File: src/rtl/stream_pixel_packer_if.sv
`default_nettype none
// ============================================================================
// Module      : stream_pixel_packer_if
// Description : Pixel input handshake plus 32-bit AXI4-Stream style output.
// Revision    : 1.0 - initial release
// ============================================================================
interface stream_pixel_packer_if;
  logic [7:0]  in_r;
  logic [7:0]  in_g;
  logic [7:0]  in_b;
  logic        in_valid;
  logic        in_ready;
  logic [31:0] out_stream_tdata;
  logic [3:0]  out_stream_tkeep;
  logic        out_stream_tvalid;
  logic        out_stream_tready;
  logic        out_stream_tuser;
  logic        out_stream_tlast;

  // master: the packer itself (accepts pixels, sources the word stream)
  modport master (
    input  in_r, in_g, in_b, in_valid, out_stream_tready,
    output in_ready, out_stream_tdata, out_stream_tkeep,
    output out_stream_tvalid, out_stream_tuser, out_stream_tlast
  );

  // slave: the environment (pixel source and word sink)
  modport slave (
    output in_r, in_g, in_b, in_valid, out_stream_tready,
    input  in_ready, out_stream_tdata, out_stream_tkeep,
    input  out_stream_tvalid, out_stream_tuser, out_stream_tlast
  );
endinterface
`default_nettype wire

File: src/rtl/stream_pixel_packer.sv
`default_nettype none
// ============================================================================
// Module      : stream_pixel_packer
// Description : Packs 24-bit RGB pixels into 32-bit words (4 pixels -> 3
//               words) with SOF on tuser and EOL on tlast.
//               Optional macro PACKER_FRAME_COUNT_EN enables frame_count.
// Revision    : 1.0 - initial release
// ============================================================================
module stream_pixel_packer #(
  parameter int X_PIXELS = 640,
  parameter int Y_LINES  = 480
) (
  input  logic                  out_stream_aclk,
  input  logic                  axi_resetn,
  stream_pixel_packer_if.master bus,
  output logic [15:0]           frame_count
);

  localparam int X_WORDS = X_PIXELS * 3 / 4;
  localparam int c_XW    = (X_WORDS > 1) ? $clog2(X_WORDS) : 1;
  localparam int c_YW    = (Y_LINES > 1) ? $clog2(Y_LINES) : 1;
  localparam logic [c_XW-1:0] c_X_LAST = c_XW'(X_WORDS - 1);
  localparam logic [c_YW-1:0] c_Y_LAST = c_YW'(Y_LINES - 1);

  localparam logic [1:0] c_PIX0 = 2'd0;
  localparam logic [1:0] c_PIX1 = 2'd1;
  localparam logic [1:0] c_PIX2 = 2'd2;
  localparam logic [1:0] c_PIX3 = 2'd3;

  logic [1:0]      r_phase;
  logic [1:0]      w_phase_nxt;
  logic [23:0]     r_hold;
  logic [31:0]     r_tdata;
  logic            r_tvalid;
  logic            r_tuser;
  logic            r_tlast;
  logic [c_XW-1:0] r_x;
  logic [c_YW-1:0] r_y;
  logic [c_XW-1:0] w_x_nxt;
  logic [c_YW-1:0] w_y_nxt;
  logic [23:0]     w_pix;
  logic [31:0]     w_word;
  logic            w_can_load;
  logic            w_accept;
  logic            w_load;
  logic            w_xfer;

  assign w_pix      = {bus.in_r, bus.in_g, bus.in_b};
  assign w_can_load = !r_tvalid || bus.out_stream_tready;
  assign w_xfer     = r_tvalid && bus.out_stream_tready;
  assign w_accept   = bus.in_valid && bus.in_ready;
  assign w_load     = w_accept && (r_phase != c_PIX0);

  // PIX0 only fills the hold register, so it never waits on the output side
  assign bus.in_ready = axi_resetn && ((r_phase == c_PIX0) || w_can_load);

  assign bus.out_stream_tdata  = r_tdata;
  assign bus.out_stream_tvalid = r_tvalid;
  assign bus.out_stream_tuser  = r_tuser;
  assign bus.out_stream_tlast  = r_tlast;
  assign bus.out_stream_tkeep  = 4'hF;

  always_comb begin
    w_phase_nxt = r_phase;
    if (w_accept) begin
      case (r_phase)
        c_PIX0:  w_phase_nxt = c_PIX1;
        c_PIX1:  w_phase_nxt = c_PIX2;
        c_PIX2:  w_phase_nxt = c_PIX3;
        default: w_phase_nxt = c_PIX0;
      endcase
    end
  end

  always_comb begin
    w_word = 32'd0;
    case (r_phase)
      c_PIX1:  w_word = {w_pix[7:0],  r_hold};
      c_PIX2:  w_word = {w_pix[15:0], r_hold[23:8]};
      c_PIX3:  w_word = {w_pix,       r_hold[23:16]};
      default: w_word = 32'd0;
    endcase
  end

  // Counters track transferred words; their post-transfer value is the
  // position of any word loaded on the same edge.
  always_comb begin
    w_x_nxt = r_x;
    w_y_nxt = r_y;
    if (w_xfer) begin
      if (r_x == c_X_LAST) begin
        w_x_nxt = '0;
        w_y_nxt = (r_y == c_Y_LAST) ? '0 : r_y + 1'b1;
      end else begin
        w_x_nxt = r_x + 1'b1;
      end
    end
  end

  always_ff @(posedge out_stream_aclk) begin
    if (!axi_resetn) begin
      r_x <= '0;
      r_y <= '0;
    end else begin
      r_x <= w_x_nxt;
      r_y <= w_y_nxt;
    end
  end

  always_ff @(posedge out_stream_aclk) begin
    if (!axi_resetn) begin
      r_phase  <= c_PIX0;
      r_hold   <= 24'd0;
      r_tdata  <= 32'd0;
      r_tvalid <= 1'b0;
      r_tuser  <= 1'b0;
      r_tlast  <= 1'b0;
    end else begin
      r_phase <= w_phase_nxt;
      if (w_accept) begin
        r_hold <= w_pix;
      end
      if (w_load) begin
        r_tdata  <= w_word;
        r_tvalid <= 1'b1;
        r_tuser  <= (w_x_nxt == '0) && (w_y_nxt == '0);
        r_tlast  <= (w_x_nxt == c_X_LAST);
      end else if (w_xfer) begin
        r_tvalid <= 1'b0;
      end
    end
  end

`ifdef PACKER_FRAME_COUNT_EN
  logic [15:0] r_frame_count;

  always_ff @(posedge out_stream_aclk) begin
    if (!axi_resetn) begin
      r_frame_count <= 16'd0;
    end else if (w_xfer && (r_x == c_X_LAST) && (r_y == c_Y_LAST)) begin
      r_frame_count <= r_frame_count + 16'd1;
    end
  end

  assign frame_count = r_frame_count;
`else
  assign frame_count = 16'd0;
`endif

endmodule
`default_nettype wire

File: src/flat_wrapper.sv
// flat-port wrapper written by rule: the top's interface ports become plain ports
module stream_pixel_packer_flat 
#(
  parameter int X_PIXELS = 640,
  parameter int Y_LINES  = 480
)
  (out_stream_aclk, axi_resetn, frame_count, bus_in_r, bus_in_g, bus_in_b, bus_in_valid, bus_out_stream_tready, bus_in_ready, bus_out_stream_tdata, bus_out_stream_tkeep, bus_out_stream_tvalid, bus_out_stream_tuser, bus_out_stream_tlast);
  stream_pixel_packer_if bus_i ();
  input  logic out_stream_aclk;
  input  logic axi_resetn;
  output logic [15:0] frame_count;
  input wire logic [$bits(bus_i.in_r)-1:0] bus_in_r;
  input wire logic [$bits(bus_i.in_g)-1:0] bus_in_g;
  input wire logic [$bits(bus_i.in_b)-1:0] bus_in_b;
  input wire logic [$bits(bus_i.in_valid)-1:0] bus_in_valid;
  input wire logic [$bits(bus_i.out_stream_tready)-1:0] bus_out_stream_tready;
  output wire logic [$bits(bus_i.in_ready)-1:0] bus_in_ready;
  output wire logic [$bits(bus_i.out_stream_tdata)-1:0] bus_out_stream_tdata;
  output wire logic [$bits(bus_i.out_stream_tkeep)-1:0] bus_out_stream_tkeep;
  output wire logic [$bits(bus_i.out_stream_tvalid)-1:0] bus_out_stream_tvalid;
  output wire logic [$bits(bus_i.out_stream_tuser)-1:0] bus_out_stream_tuser;
  output wire logic [$bits(bus_i.out_stream_tlast)-1:0] bus_out_stream_tlast;
  assign bus_i.in_r = bus_in_r;
  assign bus_i.in_g = bus_in_g;
  assign bus_i.in_b = bus_in_b;
  assign bus_i.in_valid = bus_in_valid;
  assign bus_i.out_stream_tready = bus_out_stream_tready;
  assign bus_in_ready = bus_i.in_ready;
  assign bus_out_stream_tdata = bus_i.out_stream_tdata;
  assign bus_out_stream_tkeep = bus_i.out_stream_tkeep;
  assign bus_out_stream_tvalid = bus_i.out_stream_tvalid;
  assign bus_out_stream_tuser = bus_i.out_stream_tuser;
  assign bus_out_stream_tlast = bus_i.out_stream_tlast;
  stream_pixel_packer #(.X_PIXELS(X_PIXELS), .Y_LINES(Y_LINES)) u_core (.out_stream_aclk(out_stream_aclk), .axi_resetn(axi_resetn), .bus(bus_i), .frame_count(frame_count));
endmodule
File: config.mk
export PLATFORM = sky130hd
export DESIGN_NAME = stream_pixel_packer_flat
export DESIGN_NICKNAME = d
export VERILOG_FILES = /design/src/rtl/stream_pixel_packer_if.sv /design/src/rtl/stream_pixel_packer.sv /design/src/flat_wrapper.sv
export SDC_FILE = /design/constraint.sdc
export NUM_CORES = 1
export LEC_CHECK = 0
export CAP_MARGIN = 40
export CORE_MARGIN = 10
export CORE_UTILIZATION = 38
export CTS_CLUSTER_DIAMETER = 40
export DETAILED_ROUTE_END_ITERATION = 8
export PLACE_DENSITY = 0.65
export SLEW_MARGIN = 20
export SYNTH_ARGS = -nofsm -noshare
export SYNTH_HDL_FRONTEND = slang
export SYNTH_SLANG_ARGS = --single-unit
export TNS_END_PERCENT = 20
File: constraint.sdc
create_clock -name out_stream_aclk -period 2.5 [get_ports out_stream_aclk]
set_clock_uncertainty 0.2 [all_clocks]
set_input_delay 0.375 -clock out_stream_aclk [delete_from_list [all_inputs] [get_ports out_stream_aclk]]
set_output_delay 0.375 -clock out_stream_aclk [all_outputs]
set_load 0.02 [all_outputs]
==> reports/metrics.cfg <==
[status]
outcome=complete, no violations

[sta]
finalMaxSlewViolations=0
rsz0062_at_grt=true
setup_tns_ns=0
fmax_mhz=419.7
setup_viol=0
hold_viol_final=0
final.min_clock_period_ns=2.382
tightest_slew_ns=0.7263
fin_crit_sh=0.9530
fin_ws_ns=0.1175
maxSlewHeadroom=0.5158

[floorplanning]
die_w_um=120
ios=84
dieArea_sq_um=14400
initial_utilization=0.3888
rows=36
fp.dieH_um=120
design.core.area_sq_um=9774

[pwr]
seq_power_share=0.460
p_switching_mw=0.8738
swShare=0.2891
internal_power_mw=2.148
leakagePower_nw=1.840
power_frac_clock=0.351
vdd_ir_drop_max_mv=0.2741
pwr-share-comb=0.189
powerDensity_nw_per_um2=606.6

[global_routing]
overflow=0
antenna_found_initial=0
grt_first_pass_wirelength_um=18410
grtUsageTotal=0.1535
grt_pass1_vias=3545
grt_max_degree=39

[synthesis]
yosys_warnings=0
ys_ff_latch=79
synth-edff-count=0
synth_area_leader_cell=dfxtp_1
yosysMostFrequentCell=dfxtp_1
syn_inst=460
yosysSeqAreaShare=0.4162
ys.flop_type=dfxtp_1
async_flop_share=0
syn_area_per_cell_sq_um=8.261
yosys-top-cells-area=dfxtp_1, a222oi_1, a211oi_1, nand2_1, nor2_1
synth_top_area_frac=0.4162
ys_types=47
yosys-top-cells-count=dfxtp_1, nand2_1, nor2_1
syn_area_sq_um=3800

[clock_tree]
clock_latency_ns=0.35
h-tree-depth=3
clkSinkCount=79
clk_pin_slew_ns=0.08
cts_buffers=9
cts_tree=done
clockRootBuffer=clkbuf_8
clk_path_buf_depth=2

[placement]
dp_hpwl_um=8425
gp_congestion=0.9317
portBuffers=63
dp_slack_ns=-0.2606
place_area_sq_um=4725
dp_cells=659

[detailed_routing]
wl_per_cell_um=16.83
viasPerCell=5.565
drtAntennaViolNets=0
post-route-drc-count=0
routed_wl_um=11380
num_vias=3762
first_pass_iters=7
dr.first_iter.drc_count=450

[critical_path]
crit_chain=ha_4, nand2_4, or4_4, a2111oi_4, nor2_1, or4_1, o21ai_1
cp_slowest_cell=or4_4
cp_top_family=simple AND/OR/NAND/NOR gates
crit_buf_inv=0
crit_type=register to register
crit_path_max_fanout=3
max_stage_delay_ns=0.52
arrival_ns=2.46
endpoint_kind=register
startpoint_type=register
critPathRequiredTime_ns=2.58

[cells_and_area]
postLayoutCellArea_sq_um=4982
n_fill_cell=965
fin_nets=572
layout-drive-gt1-share=0.1344
utilization=0.5097
diodes=0
area_growth_pct=31.12
instances_no_fill=676

[run]
maxCapViolCount=0

[hold_path]
hp-class=register to register

per-stage QoR:
stage | hold slack [ns] | power [mW]
4_1_cts | 0.2612 | 3.047
3_3_place_gp | 0.2398 | 1.978
5_1_grt | 0.2709 | 3.161
6_report | 0.2575 | 3.022
3_5_place_dp | 0.2479 | 1.989
2_1_floorplan | 0.2335 | 1.756
power groups by stage:
stage / Clock [mW] / Sequential (mW) / Combinational (mW)
final: 1.06 / 1.39 / 0.572
after global routing: 1.14 / 1.40 / 0.623
after CTS: 1.08 / 1.39 / 0.574
after detailed placement: 0 / 1.42 / 0.570
after global placement: 0 / 1.42 / 0.561
after floorplan: 0 / 1.46 / 0.296
placed cells by master (no fill, tap or decap), types with 9 or more instances in the layout:
master,n
a211oi_1,34
o21ai_0,9
nand3_1,34
clkdlybuf4s50_1,61
a21oi_1,14
nor2_1,50
nand2_1,65
clkbuf_8,9
conb_1,20
buf_4,39
dfxtp_1,75
a222oi_1,32
cell families (layout without fill, tap and decap cells):
logic type      count (synthesis)  count (layout)  synth area share
fa+ha+maj                       6               6           0.01976
other cells                     2              20          0.001976
xor+xnor                        5               5           0.01153
flops                          79              79            0.4162
compound gates                110             110            0.2285
simple gates                  195             195            0.2390
buf+inv                        63             128           0.08298
path summary, 6_finish.rpt:
kind                         start                     endpoint  slack, ns  cells after the start
setup reg to reg     u_core.r_y[1]  u_core.bus.out_stream_tuser       0.12                      7
hold reg to reg   u_core.r_hold[1]             u_core.r_hold[1]       0.26                      2
hold / removal    u_core.r_hold[1]             u_core.r_hold[1]       0.26                      2
setup / recovery     u_core.r_y[1]  u_core.bus.out_stream_tuser       0.12                      7
state kept, by name (all words and copies together) (netlist names):
register,count
u_core.r_y,9
u_core.bus.out_stream_tuser,1
u_core.r_x,9
u_core.r_hold,24
u_core.bus.out_stream_tlast,1
u_core.bus.out_stream_tvalid,1
u_core.r_phase,2
u_core.bus.out_stream_tdata,32
timing repair:
item	CTS	global route
hold endpoints to repair	0	0
setup buffers	0	1
hold buffers	0	0
resized for setup	2	8
endpoints found under the setup margin	2	3
pin swaps	0	3
final cells by class:
| class | instances | area, sq um | area share |
|---|---|---|---|
| multi-input combinational | 336 | 2008 | 0.4031 |
| sequential | 79 | 1589 | 0.3189 |
| timing repair buffer | 104 | 968.4 | 0.1944 |
| tap | 133 | 166.4 | 0.03340 |
| clock buffer | 10 | 127.6 | 0.02562 |
| clock inverter | 6 | 92.59 | 0.01858 |
| inverter | 8 | 30.03 | 0.006027 |
metal layers:
layer  track usage  part of all wire  vias to the layer above
li1              -                 -                     1821
met1        0.2111              0.46                     1781
met2        0.2335              0.45                      154
met3       0.03235             0.081                        6
met4       0.04977            0.0094                        0
met5             0                 0                        -
worst reg2reg max path, cell delays in order (launching register included):
cell	delay, ns
dfxtp_2	0.36
ha_4	0.15
nand2_4	0.05
or4_4	0.52
a2111oi_4	0.30
nor2_1	0.08
or4_1	0.52
o21ai_1	0.13
Note: power is estimated with default switching activity, not from simulation.
